[src/rtl/viterbi_traceback_unit_if.sv]
`default_nettype none
// +----------------------------------------------------------------------------+
// | viterbi_traceback_unit_if : ACS decision input and decoded-bit stream      |
// | Revision 1.0                                                               |
// +----------------------------------------------------------------------------+
interface viterbi_traceback_unit_if;
  logic       st;
  logic       dec0;
  logic       dec1;
  logic       dec2;
  logic       dec3;
  logic [7:0] metric0;
  logic [7:0] metric1;
  logic [7:0] metric2;
  logic [7:0] metric3;
  logic       last;
  logic       busy;
  logic       out_bit;
  logic       out_valid;
  logic       out_ready;
  logic       out_last;
  logic       done;

  modport master (
    output st, dec0, dec1, dec2, dec3, metric0, metric1, metric2, metric3, last, out_ready,
    input  busy, out_bit, out_valid, out_last, done
  );

  modport slave (
    input  st, dec0, dec1, dec2, dec3, metric0, metric1, metric2, metric3, last, out_ready,
    output busy, out_bit, out_valid, out_last, done
  );
endinterface
`default_nettype wire

[src/rtl/viterbi_traceback_unit.sv]
`default_nettype none
// +----------------------------------------------------------------------------+
// | viterbi_traceback_unit : 4-state survivor memory, traceback, bit streamer  |
// | Revision 1.0 -- option VITERBI_TB_TERMINATED_EN: tail-terminated traceback |
// +----------------------------------------------------------------------------+
module viterbi_traceback_unit #(
  parameter int DEPTH = 32
) (
  input  logic                           clk,
  input  logic                           rst,
  viterbi_traceback_unit_if.slave        bus_io
);
  localparam int PTR_W = $clog2(DEPTH);
  localparam logic [PTR_W-1:0] MAX_IDX = PTR_W'(DEPTH - 1);
`ifdef VITERBI_TB_TERMINATED_EN
  localparam logic [PTR_W:0] LAST_OFS = (PTR_W+1)'(3);
`else
  localparam logic [PTR_W:0] LAST_OFS = (PTR_W+1)'(1);
`endif

  typedef enum logic [1:0] {
    S_COLLECT = 2'd0,
    S_TRACE   = 2'd1,
    S_OUTPUT  = 2'd2
  } state_e;

  state_e           state_q, state_d;
  logic [PTR_W-1:0] wr_ptr_q, wr_ptr_d;
  logic [PTR_W-1:0] rd_ptr_q, rd_ptr_d;
  logic [PTR_W-1:0] tb_idx_q, tb_idx_d;
  logic [PTR_W:0]   len_q, len_d;
  logic [1:0]       tb_state_q, tb_state_d;
  logic             done_q, done_d;

  logic [3:0]       mem_q  [DEPTH];
  logic             obuf_q [DEPTH];

  logic             mem_we;
  logic             obuf_we;
  logic [3:0]       mem_rd;
  logic [1:0]       start_state;
  logic             no_output;
  logic             out_valid;
  logic             out_last_hit;

`ifdef VITERBI_TB_TERMINATED_EN
  assign start_state = 2'd0;
  assign no_output   = (len_q <= (PTR_W+1)'(2));
`else
  logic [7:0] min_val;

  // Strict less-than scan so ties keep the lowest state index.
  always_comb begin
    start_state = 2'd0;
    min_val     = bus_io.metric0;
    if (bus_io.metric1 < min_val) begin
      start_state = 2'd1;
      min_val     = bus_io.metric1;
    end
    if (bus_io.metric2 < min_val) begin
      start_state = 2'd2;
      min_val     = bus_io.metric2;
    end
    if (bus_io.metric3 < min_val) begin
      start_state = 2'd3;
      min_val     = bus_io.metric3;
    end
  end

  assign no_output = 1'b0;
`endif

  assign mem_rd       = mem_q[tb_idx_q];
  assign out_valid    = (state_q == S_OUTPUT);
  assign out_last_hit = ({1'b0, rd_ptr_q} == (len_q - LAST_OFS));

  always_comb begin
    state_d    = state_q;
    wr_ptr_d   = wr_ptr_q;
    rd_ptr_d   = rd_ptr_q;
    tb_idx_d   = tb_idx_q;
    len_d      = len_q;
    tb_state_d = tb_state_q;
    done_d     = 1'b0;
    mem_we     = 1'b0;
    obuf_we    = 1'b0;
    case (state_q)
      S_COLLECT: begin
        if (bus_io.st) begin
          mem_we   = 1'b1;
          wr_ptr_d = wr_ptr_q + 1'b1;
          if (bus_io.last || (wr_ptr_q == MAX_IDX)) begin
            len_d      = {1'b0, wr_ptr_q} + 1'b1;
            tb_idx_d   = wr_ptr_q;
            tb_state_d = start_state;
            wr_ptr_d   = '0;
            state_d    = S_TRACE;
          end
        end
      end
      S_TRACE: begin
        // Bits are stored at their own step index, so OUTPUT reads forward.
        obuf_we    = 1'b1;
        tb_state_d = {tb_state_q[0], mem_rd[tb_state_q]};
        tb_idx_d   = tb_idx_q - 1'b1;
        if (tb_idx_q == '0) begin
          rd_ptr_d = '0;
          if (no_output) begin
            done_d  = 1'b1;
            state_d = S_COLLECT;
          end else begin
            state_d = S_OUTPUT;
          end
        end
      end
      S_OUTPUT: begin
        if (bus_io.out_ready) begin
          rd_ptr_d = rd_ptr_q + 1'b1;
          if (out_last_hit) begin
            done_d  = 1'b1;
            state_d = S_COLLECT;
          end
        end
      end
      default: state_d = S_COLLECT;
    endcase
  end

  always_ff @(posedge clk or negedge rst) begin
    if (!rst) begin
      state_q    <= S_COLLECT;
      wr_ptr_q   <= '0;
      rd_ptr_q   <= '0;
      tb_idx_q   <= '0;
      len_q      <= '0;
      tb_state_q <= 2'd0;
      done_q     <= 1'b0;
    end else begin
      state_q    <= state_d;
      wr_ptr_q   <= wr_ptr_d;
      rd_ptr_q   <= rd_ptr_d;
      tb_idx_q   <= tb_idx_d;
      len_q      <= len_d;
      tb_state_q <= tb_state_d;
      done_q     <= done_d;
    end
  end

  always_ff @(posedge clk) begin
    if (mem_we) begin
      mem_q[wr_ptr_q] <= {bus_io.dec3, bus_io.dec2, bus_io.dec1, bus_io.dec0};
    end
    if (obuf_we) begin
      obuf_q[tb_idx_q] <= tb_state_q[1];
    end
  end

  assign bus_io.busy      = (state_q != S_COLLECT);
  assign bus_io.done      = done_q;
  assign bus_io.out_valid = out_valid;
  assign bus_io.out_bit   = out_valid & obuf_q[rd_ptr_q];
  assign bus_io.out_last  = out_valid & out_last_hit;
endmodule
`default_nettype wire

[src/flat_wrapper.sv]
// flat-port wrapper written by rule: the top's interface ports become plain ports
module viterbi_traceback_unit_flat 
#(
  parameter int DEPTH = 32
)
  (clk, rst, bus_io_st, bus_io_dec0, bus_io_dec1, bus_io_dec2, bus_io_dec3, bus_io_metric0, bus_io_metric1, bus_io_metric2, bus_io_metric3, bus_io_last, bus_io_out_ready, bus_io_busy, bus_io_out_bit, bus_io_out_valid, bus_io_out_last, bus_io_done);
  viterbi_traceback_unit_if bus_io_i ();
  input  logic clk;
  input  logic rst;
  input wire logic [$bits(bus_io_i.st)-1:0] bus_io_st;
  input wire logic [$bits(bus_io_i.dec0)-1:0] bus_io_dec0;
  input wire logic [$bits(bus_io_i.dec1)-1:0] bus_io_dec1;
  input wire logic [$bits(bus_io_i.dec2)-1:0] bus_io_dec2;
  input wire logic [$bits(bus_io_i.dec3)-1:0] bus_io_dec3;
  input wire logic [$bits(bus_io_i.metric0)-1:0] bus_io_metric0;
  input wire logic [$bits(bus_io_i.metric1)-1:0] bus_io_metric1;
  input wire logic [$bits(bus_io_i.metric2)-1:0] bus_io_metric2;
  input wire logic [$bits(bus_io_i.metric3)-1:0] bus_io_metric3;
  input wire logic [$bits(bus_io_i.last)-1:0] bus_io_last;
  input wire logic [$bits(bus_io_i.out_ready)-1:0] bus_io_out_ready;
  output wire logic [$bits(bus_io_i.busy)-1:0] bus_io_busy;
  output wire logic [$bits(bus_io_i.out_bit)-1:0] bus_io_out_bit;
  output wire logic [$bits(bus_io_i.out_valid)-1:0] bus_io_out_valid;
  output wire logic [$bits(bus_io_i.out_last)-1:0] bus_io_out_last;
  output wire logic [$bits(bus_io_i.done)-1:0] bus_io_done;
  assign bus_io_i.st = bus_io_st;
  assign bus_io_i.dec0 = bus_io_dec0;
  assign bus_io_i.dec1 = bus_io_dec1;
  assign bus_io_i.dec2 = bus_io_dec2;
  assign bus_io_i.dec3 = bus_io_dec3;
  assign bus_io_i.metric0 = bus_io_metric0;
  assign bus_io_i.metric1 = bus_io_metric1;
  assign bus_io_i.metric2 = bus_io_metric2;
  assign bus_io_i.metric3 = bus_io_metric3;
  assign bus_io_i.last = bus_io_last;
  assign bus_io_i.out_ready = bus_io_out_ready;
  assign bus_io_busy = bus_io_i.busy;
  assign bus_io_out_bit = bus_io_i.out_bit;
  assign bus_io_out_valid = bus_io_i.out_valid;
  assign bus_io_out_last = bus_io_i.out_last;
  assign bus_io_done = bus_io_i.done;
  viterbi_traceback_unit #(.DEPTH(DEPTH)) u_core (.clk(clk), .rst(rst), .bus_io(bus_io_i));
endmodule
[config.mk]
export PLATFORM = sky130hd
export DESIGN_NAME = viterbi_traceback_unit_flat
export DESIGN_NICKNAME = d
export VERILOG_FILES = /design/src/rtl/viterbi_traceback_unit_if.sv /design/src/rtl/viterbi_traceback_unit.sv /design/src/flat_wrapper.sv
export SDC_FILE = /design/constraint.sdc
export NUM_CORES = 1
export LEC_CHECK = 0
export ABC_AREA = 1
export BUFFER_PORTS_ARGS = -buffer_cell sky130_fd_sc_hd__buf_4
export CAP_MARGIN = 30
export CORE_AREA = 2 2 173 175
export DETAILED_ROUTE_END_ITERATION = 6
export DIE_AREA = 0 0 175 177
export GPL_ROUTABILITY_DRIVEN = 1
export PLACE_DENSITY_LB_ADDON = 0.1
export SLEW_MARGIN = 15
export SYNTH_ARGS = -nofsm -noshare
export SYNTH_HDL_FRONTEND = slang
export SYNTH_SLANG_ARGS = --single-unit
[constraint.sdc]
create_clock -name clk -period 4.51 [get_ports clk]
set_input_delay 0 -clock clk [delete_from_list [all_inputs] [get_ports clk]]
set_output_delay 0 -clock clk [all_outputs]
set_load 0.05 [all_outputs]
* After elaboration in Yosys (flattened, before gate mapping)
Memories as Yosys holds them, arrays and structs flattened. Index checks and enable logic that the tools add are counted. W data, S select, Z words.
Cells by class: add/sub/neg operators 5, magnitude comparators 4, equality and inequality tests 9, multiplexer cells 33, bitwise logic cells 2, reductions and logical operators 11
Operators by type and width (count):
- $mux W5 | 5
- $lt A8 B8 Y1 | 3
- $pmux W5 S2 | 2
- $mux W2 | 9
- $mux W8 | 2
- $mux W1 | 12
- $add A5 B1 Y5 const B | 2
- $reduce_and A3 Y1 | 3
- $add A5 B1 Y6 const B | 1
- $eq A5 B6 Y1 | 1
- $ne A2 B2 Y1 const B | 3
- $pmux W2 S3 | 1
- $reduce_bool A2 Y1 | 3
- $sub A6 B1 Y6 const B | 1
- $eq A5 B5 Y1 const B | 1
- $logic_not A5 Y1 | 1
- $reduce_and A5 Y1 | 1
- $sub A5 B1 Y5 const B | 1
- $ne A2 B1 Y1 const B | 2
- $pmux W2 S2 | 1
- $lt A2 B3 Y1 const B | 1
- $and A1 B1 Y1 | 2
- $bmux W1 S2 | 1
- $eq A2 B1 Y1 const B | 1
- other kinds (4) | 4
Word-level totals: bits in registers 26, RAM bits 160, bits of input ports 41, output and inout bits 5, logic and storage cells 73, memories kept 2
Memories:
- u_core.mem_q | depth 32, width 4, rd ports 1, clocked after memory_dff 0, write ports 1, RTL line viterbi_traceback_unit.sv:35 | logic [3:0] mem_q [DEPTH];
- u_core.obuf_q | depth 32, width 1, rd ports 1, clocked after memory_dff 0, write ports 1, RTL line viterbi_traceback_unit.sv:36 | logic obuf_q [DEPTH];

* Longest topological paths before layout
depth after elaboration 9, mapped depth 30, gate-level depth less buffers 29

* Worst setup path after synthesis
No wires, ideal clock.
path kind input port to flip-flop, start point input port bus_io_metric0[7], end point register u_core.tb_state_q[1], library setup time 0.066 ns, arrival 3.269 ns, data required time 4.444 ns, slack 1.175 ns, stages on the path 23, path buffers 2, path through inv_1 > ha_1 > a21oi_1 > o21a_1 > nand2_4 > clkbuf_1 > o21ai_0 > ha_1 > a21oi_1 > nor2_1 > a211oi_1 > nand2_4 > clkbuf_1 > nand2_1 > o21ai_0 > ha_1 > a21oi_1 > nor2_1 > a211oi_1 > nand2_1 > nand2_1 > nand2_1 > nand2_1
On the way: cells in the longest elaborated chain, start to end 9, elaborated cells on any way between the ends 10, classes of those cells order compare (3); mux (7)
Ends and longest elaborated chain:
- from (decl) | RTL line flat_wrapper.sv:15 | input wire logic [$bits(bus_io_i.metric0)-1:0] bus_io_metric0;
- $lt A8 B8 Y1 | RTL line viterbi_traceback_unit.sv:56 | if (bus_io.metric1 < min_val) begin
- $mux W8 * | RTL line viterbi_traceback_unit.sv:56
- $lt A8 B8 Y1 | RTL line viterbi_traceback_unit.sv:60 | if (bus_io.metric2 < min_val) begin
- $mux W8 | RTL line viterbi_traceback_unit.sv:60
- $lt A8 B8 Y1 | RTL line viterbi_traceback_unit.sv:64 | if (bus_io.metric3 < min_val) begin
- $mux W2 * | RTL line viterbi_traceback_unit.sv:64
- $mux W2 * | RTL line viterbi_traceback_unit.sv:92 | if (bus_io.last || (wr_ptr_q == MAX_IDX)) begin
- $mux W2 * | RTL line viterbi_traceback_unit.sv:89 | if (bus_io.st) begin
- $pmux W2 S2 * | RTL line viterbi_traceback_unit.sv:87 | case (state_q)
- to (signal assigned) | RTL line viterbi_traceback_unit.sv:144 | tb_state_q <= tb_state_d;
- to (decl) | RTL line viterbi_traceback_unit.sv:32 | logic [1:0] tb_state_q, tb_state_d;
Mark *: on every way between the ends. The rest lies on a longest branch, timed or not. The select of a mux whose other input is x is not followed. A chain may end at the register's enable or synchronous reset.

* Worst setup path after layout
start point input port bus_io_metric1[7], end point register u_core.tb_state_q[1]
On the way: cells in the longest elaborated chain, start to end 9, elaborated cells on any way between the ends 10, classes of those cells order compare (3); mux (7)
Ends and longest elaborated chain:
- from (decl) | RTL line flat_wrapper.sv:16 | input wire logic [$bits(bus_io_i.metric1)-1:0] bus_io_metric1;
- $lt A8 B8 Y1 | RTL line viterbi_traceback_unit.sv:56
- $mux W8 * | RTL line viterbi_traceback_unit.sv:56
- $lt A8 B8 Y1 | RTL line viterbi_traceback_unit.sv:60
- $mux W8 | RTL line viterbi_traceback_unit.sv:60
- $lt A8 B8 Y1 | RTL line viterbi_traceback_unit.sv:64
- $mux W2 * | RTL line viterbi_traceback_unit.sv:64
- $mux W2 * | RTL line viterbi_traceback_unit.sv:92
- $mux W2 * | RTL line viterbi_traceback_unit.sv:89
- $pmux W2 S2 * | RTL line viterbi_traceback_unit.sv:87
Marked as above.

==> qor.txt <==
Area grow syn2layout: 16.64%
DPL Wire Length: 14910 um
Max frequency: 306.5 MHz
Crit path DAT: 3.63 ns
Top Ports: 46
CTS root buf: clkbuf_16
Cell taking the most area after synthesis: edfxtp_1
Top delay family on crit path: compound AO/OA/AOI/OAI gates
Layer with the highest usage: met2
Max_cap viols: 0
Final ANT Viol Nets: 0
Crit path cell chain: buf_4, ha_1, a21oi_1, o21a_1, nand2_4, o21ai_0, ha_1, a21oi_1, nor2_1, a211oi_1, nand2_4, nand2_1, o21ai_0, ha_1, a21oi_1, nor2_1, a211oi_1, nand2_1, nand2_1, nand2_1, nand2_1
Warnings from Yosys: 0
Top-area cell type share of the netlist area: 55.55%
CTS tree: yes
CP required: 4.88 ns
Setup-failing EPs final: 0
Clock skew: 0.02077 ns
Max Slew Vio Count: 0
Most common cell after layout, fill and taps aside: nor2_1
PortBufs: 45
Fin. Hold Viols: 0
Clk slew on worst S/H paths: 0.08 ns
Global routing usage on met1: 20.62%
Seq/Total Area, Yosys: 63.07%
Worst path bufs/invs: 1
Most frequent cells in the layout: 165 x nor2_1, 160 x edfxtp_1, 116 x nand2_1
First-pass GRT wire length: 35450 um
Mapped Cells: 829
Pwr Density: 567.1 nW/um^2
Final WL: 22970 um
Worst Hold Class: in2reg
Most used cell along the critical path: nand2_1
Clock sink count: 186
Clock Tree Buf Depth: 2
# diodes: 0
Starting Density: 29.58%
Final worst path period share: 72.34%
Initial antenna violation count: 0
Initial DRC count: 350
Core Area: 29240 um^2
RSZ-0062 raised after global routing: no
Final Core Density: 34.50%
Setup TNS: 0 ns
GRT met3 Usage: 2.577%
CP Launch Type: input port
Top area cells in the synthesized netlist: edfxtp_1 56%, dfrtp_1 7.5%, nor2_1 7.2%
DR WL/cell: 17.90 um
Final #Nets: 954
Vias in the first global route: 6020
Mapped Avg Cell Area: 10.43 um^2
Die Span Y: 177 um
Status: finished, final reports clean
Critical-path top delay cell: a211oi_1
Vias per std cell: 4.697
DRC Markers: 0
Count of cell types in the netlist: 31
Net Count, Synth: 903
Met2 Use GR: 24.79%
Leak pwr: 3.655 nW
H-tree Lvls: 4
Pin count of the biggest net entering global routing: 68
# rows: 63
Layout cell share with drive strength beyond 1: 10.53%
Crit-path max FO: 16
Worst-Margin Slew: 0.9208 ns
Gpl congestion: 0.7454
Drt pass-1 iters: 5
Critical Path Max Stage Delay: 0.45 ns
Post-Syn Area: 8650 um^2
Die width: 175 um
Fin crit period: 3.262 ns
Overflow after GRT: 0
GRT Overall Usage: 15.12%
Vias: 6026
Maximum VDD drop: 276.4 uV
Full die area: 30980 um^2
TritonCTS Buffers: 17
Worst skew pair latency: 0.44 ns
Normalized max-slew margin: 38.14%
Synthesis-stage register bit count: 186
CP Class: in2reg
Crit end category: register
## worst reg2reg max path, stage by stage (launching register included)
cell	delay, ns
dfrtp_2	0.41
buf_4	0.32
o21ai_0	0.36
o22ai_1	0.14
nand2_1	0.07
nand4_1	0.15
a2111oi_0	0.48
o31ai_1	0.18
o21ai_1	0.26
inv_1	0.07
nand2_1	0.07
nand2_1	0.04
## Yosys cell counts
cell type and n:
nor2_1 165, edfxtp_1 160, nand2_1 116, o21ai_0 115, inv_1 55, o22ai_1 37, ha_1 33, dfrtp_1 26
nand3_1 22, clkbuf_1 20, a21oi_1 13, nor3_1 9, nand4_1 8, xor2_1 7, buf_2 6, o221ai_1 5
a211oi_1 4, clkinv_1 4, xnor2_1 4, nand2_2 3, nand2_4 3, a2111oi_0 2, a31oi_1 2, buf_1 2
o211ai_1 2, a32oi_1 1, a41oi_1 1, nand3_2 1, o21a_1 1, o21ai_1 1, o31ai_1 1
## report_power, final
part	internal, mW	leakage, nW	total [mW]	switching, mW
registers	2.06	1.77	2.17	0.116
clock network	0.743	0.275	1.49	0.745
logic	0.607	1.61	2.06	1.45
## metrics by stage
stage / setup slack, ns / instances / power [mW] / hold WS, ns / area [um^2]
after floorplan: 1.175 / 829 / 3.525 / -0.2956 / 8650
after global placement: 0.9166 / 1243 / 4.292 / -0.04771 / 9429
after detailed placement: 0.8179 / 1244 / 4.285 / -0.05373 / 9444
after CTS: 1.267 / 1282 / 5.775 / 0.004031 / 10080
after global routing: 0.8289 / 1283 / 6.104 / 0.008277 / 10090
final: 1.248 / 1283 / 5.721 / 0.008204 / 10090
## kinds of logic (layout without fill, tap and decap cells)
group           Yosys count  after routing  share of synthesized area [%]
simple gates            327            327                          15.29
flops                   186            186                          63.07
compound gates          185            185                          11.89
buf+inv                  87            151                          3.862
fa+ha+maj                33             33                          4.774
xor+xnor                 11             11                          1.114
## worst paths after layout
path,to,cells after the start,slack (ns),from
setup / recovery,u_core.tb_state_q[1],21,1.25,bus_io_metric1[7]
hold / removal,u_core.mem_q[4][3],1,0.008,bus_io_dec3
setup reg to reg,u_core.tb_state_q[0],11,1.86,u_core.tb_idx_q[0]
hold reg to reg,u_core.len_q[5],2,0.51,u_core.len_q[5]
max in group asynchronous,u_core.tb_idx_q[0],2,4.18,rst
min in group asynchronous,u_core.rd_ptr_q[0],2,0.02,rst
## area by class of cell
class	instances	area, um^2
clock buffers	18	429.2
multi-input cells	556	2860
well taps	390	488.0
flip-flops and latches	186	5456
repair buffers	60	483.0
inverters	59	221.5
clock inverters	14	150.1
fillers	2964	19160
## timing repair
item	4_1_cts	5_1_grt
hold buffers	6	0
setup endpoints to repair	0	0
resized for setup	0	0
endpoints found under the hold margin	60	0
setup buffers	0	0
## state kept, by name (all words and copies together), names as in the netlist
name	count
u_core.mem_q	128
u_core.obuf_q	32
u_core.len_q	6
u_core.rd_ptr_q	5
u_core.tb_idx_q	5
u_core.wr_ptr_q	5
u_core.state_q	2
u_core.tb_state_q	2
u_core.bus_io.done	1
## metal layers
| layer | share of wire [%] | up-vias |
|---|---|---|
| met2 | 47 | 82 |
| met1 | 49 | 2908 |
| met5 | 0 | - |
| li1 | - | 3019 |
| met3 | 2.7 | 17 |
| met4 | 1.2 | 0 |
(Power assumes the default switching activity.)
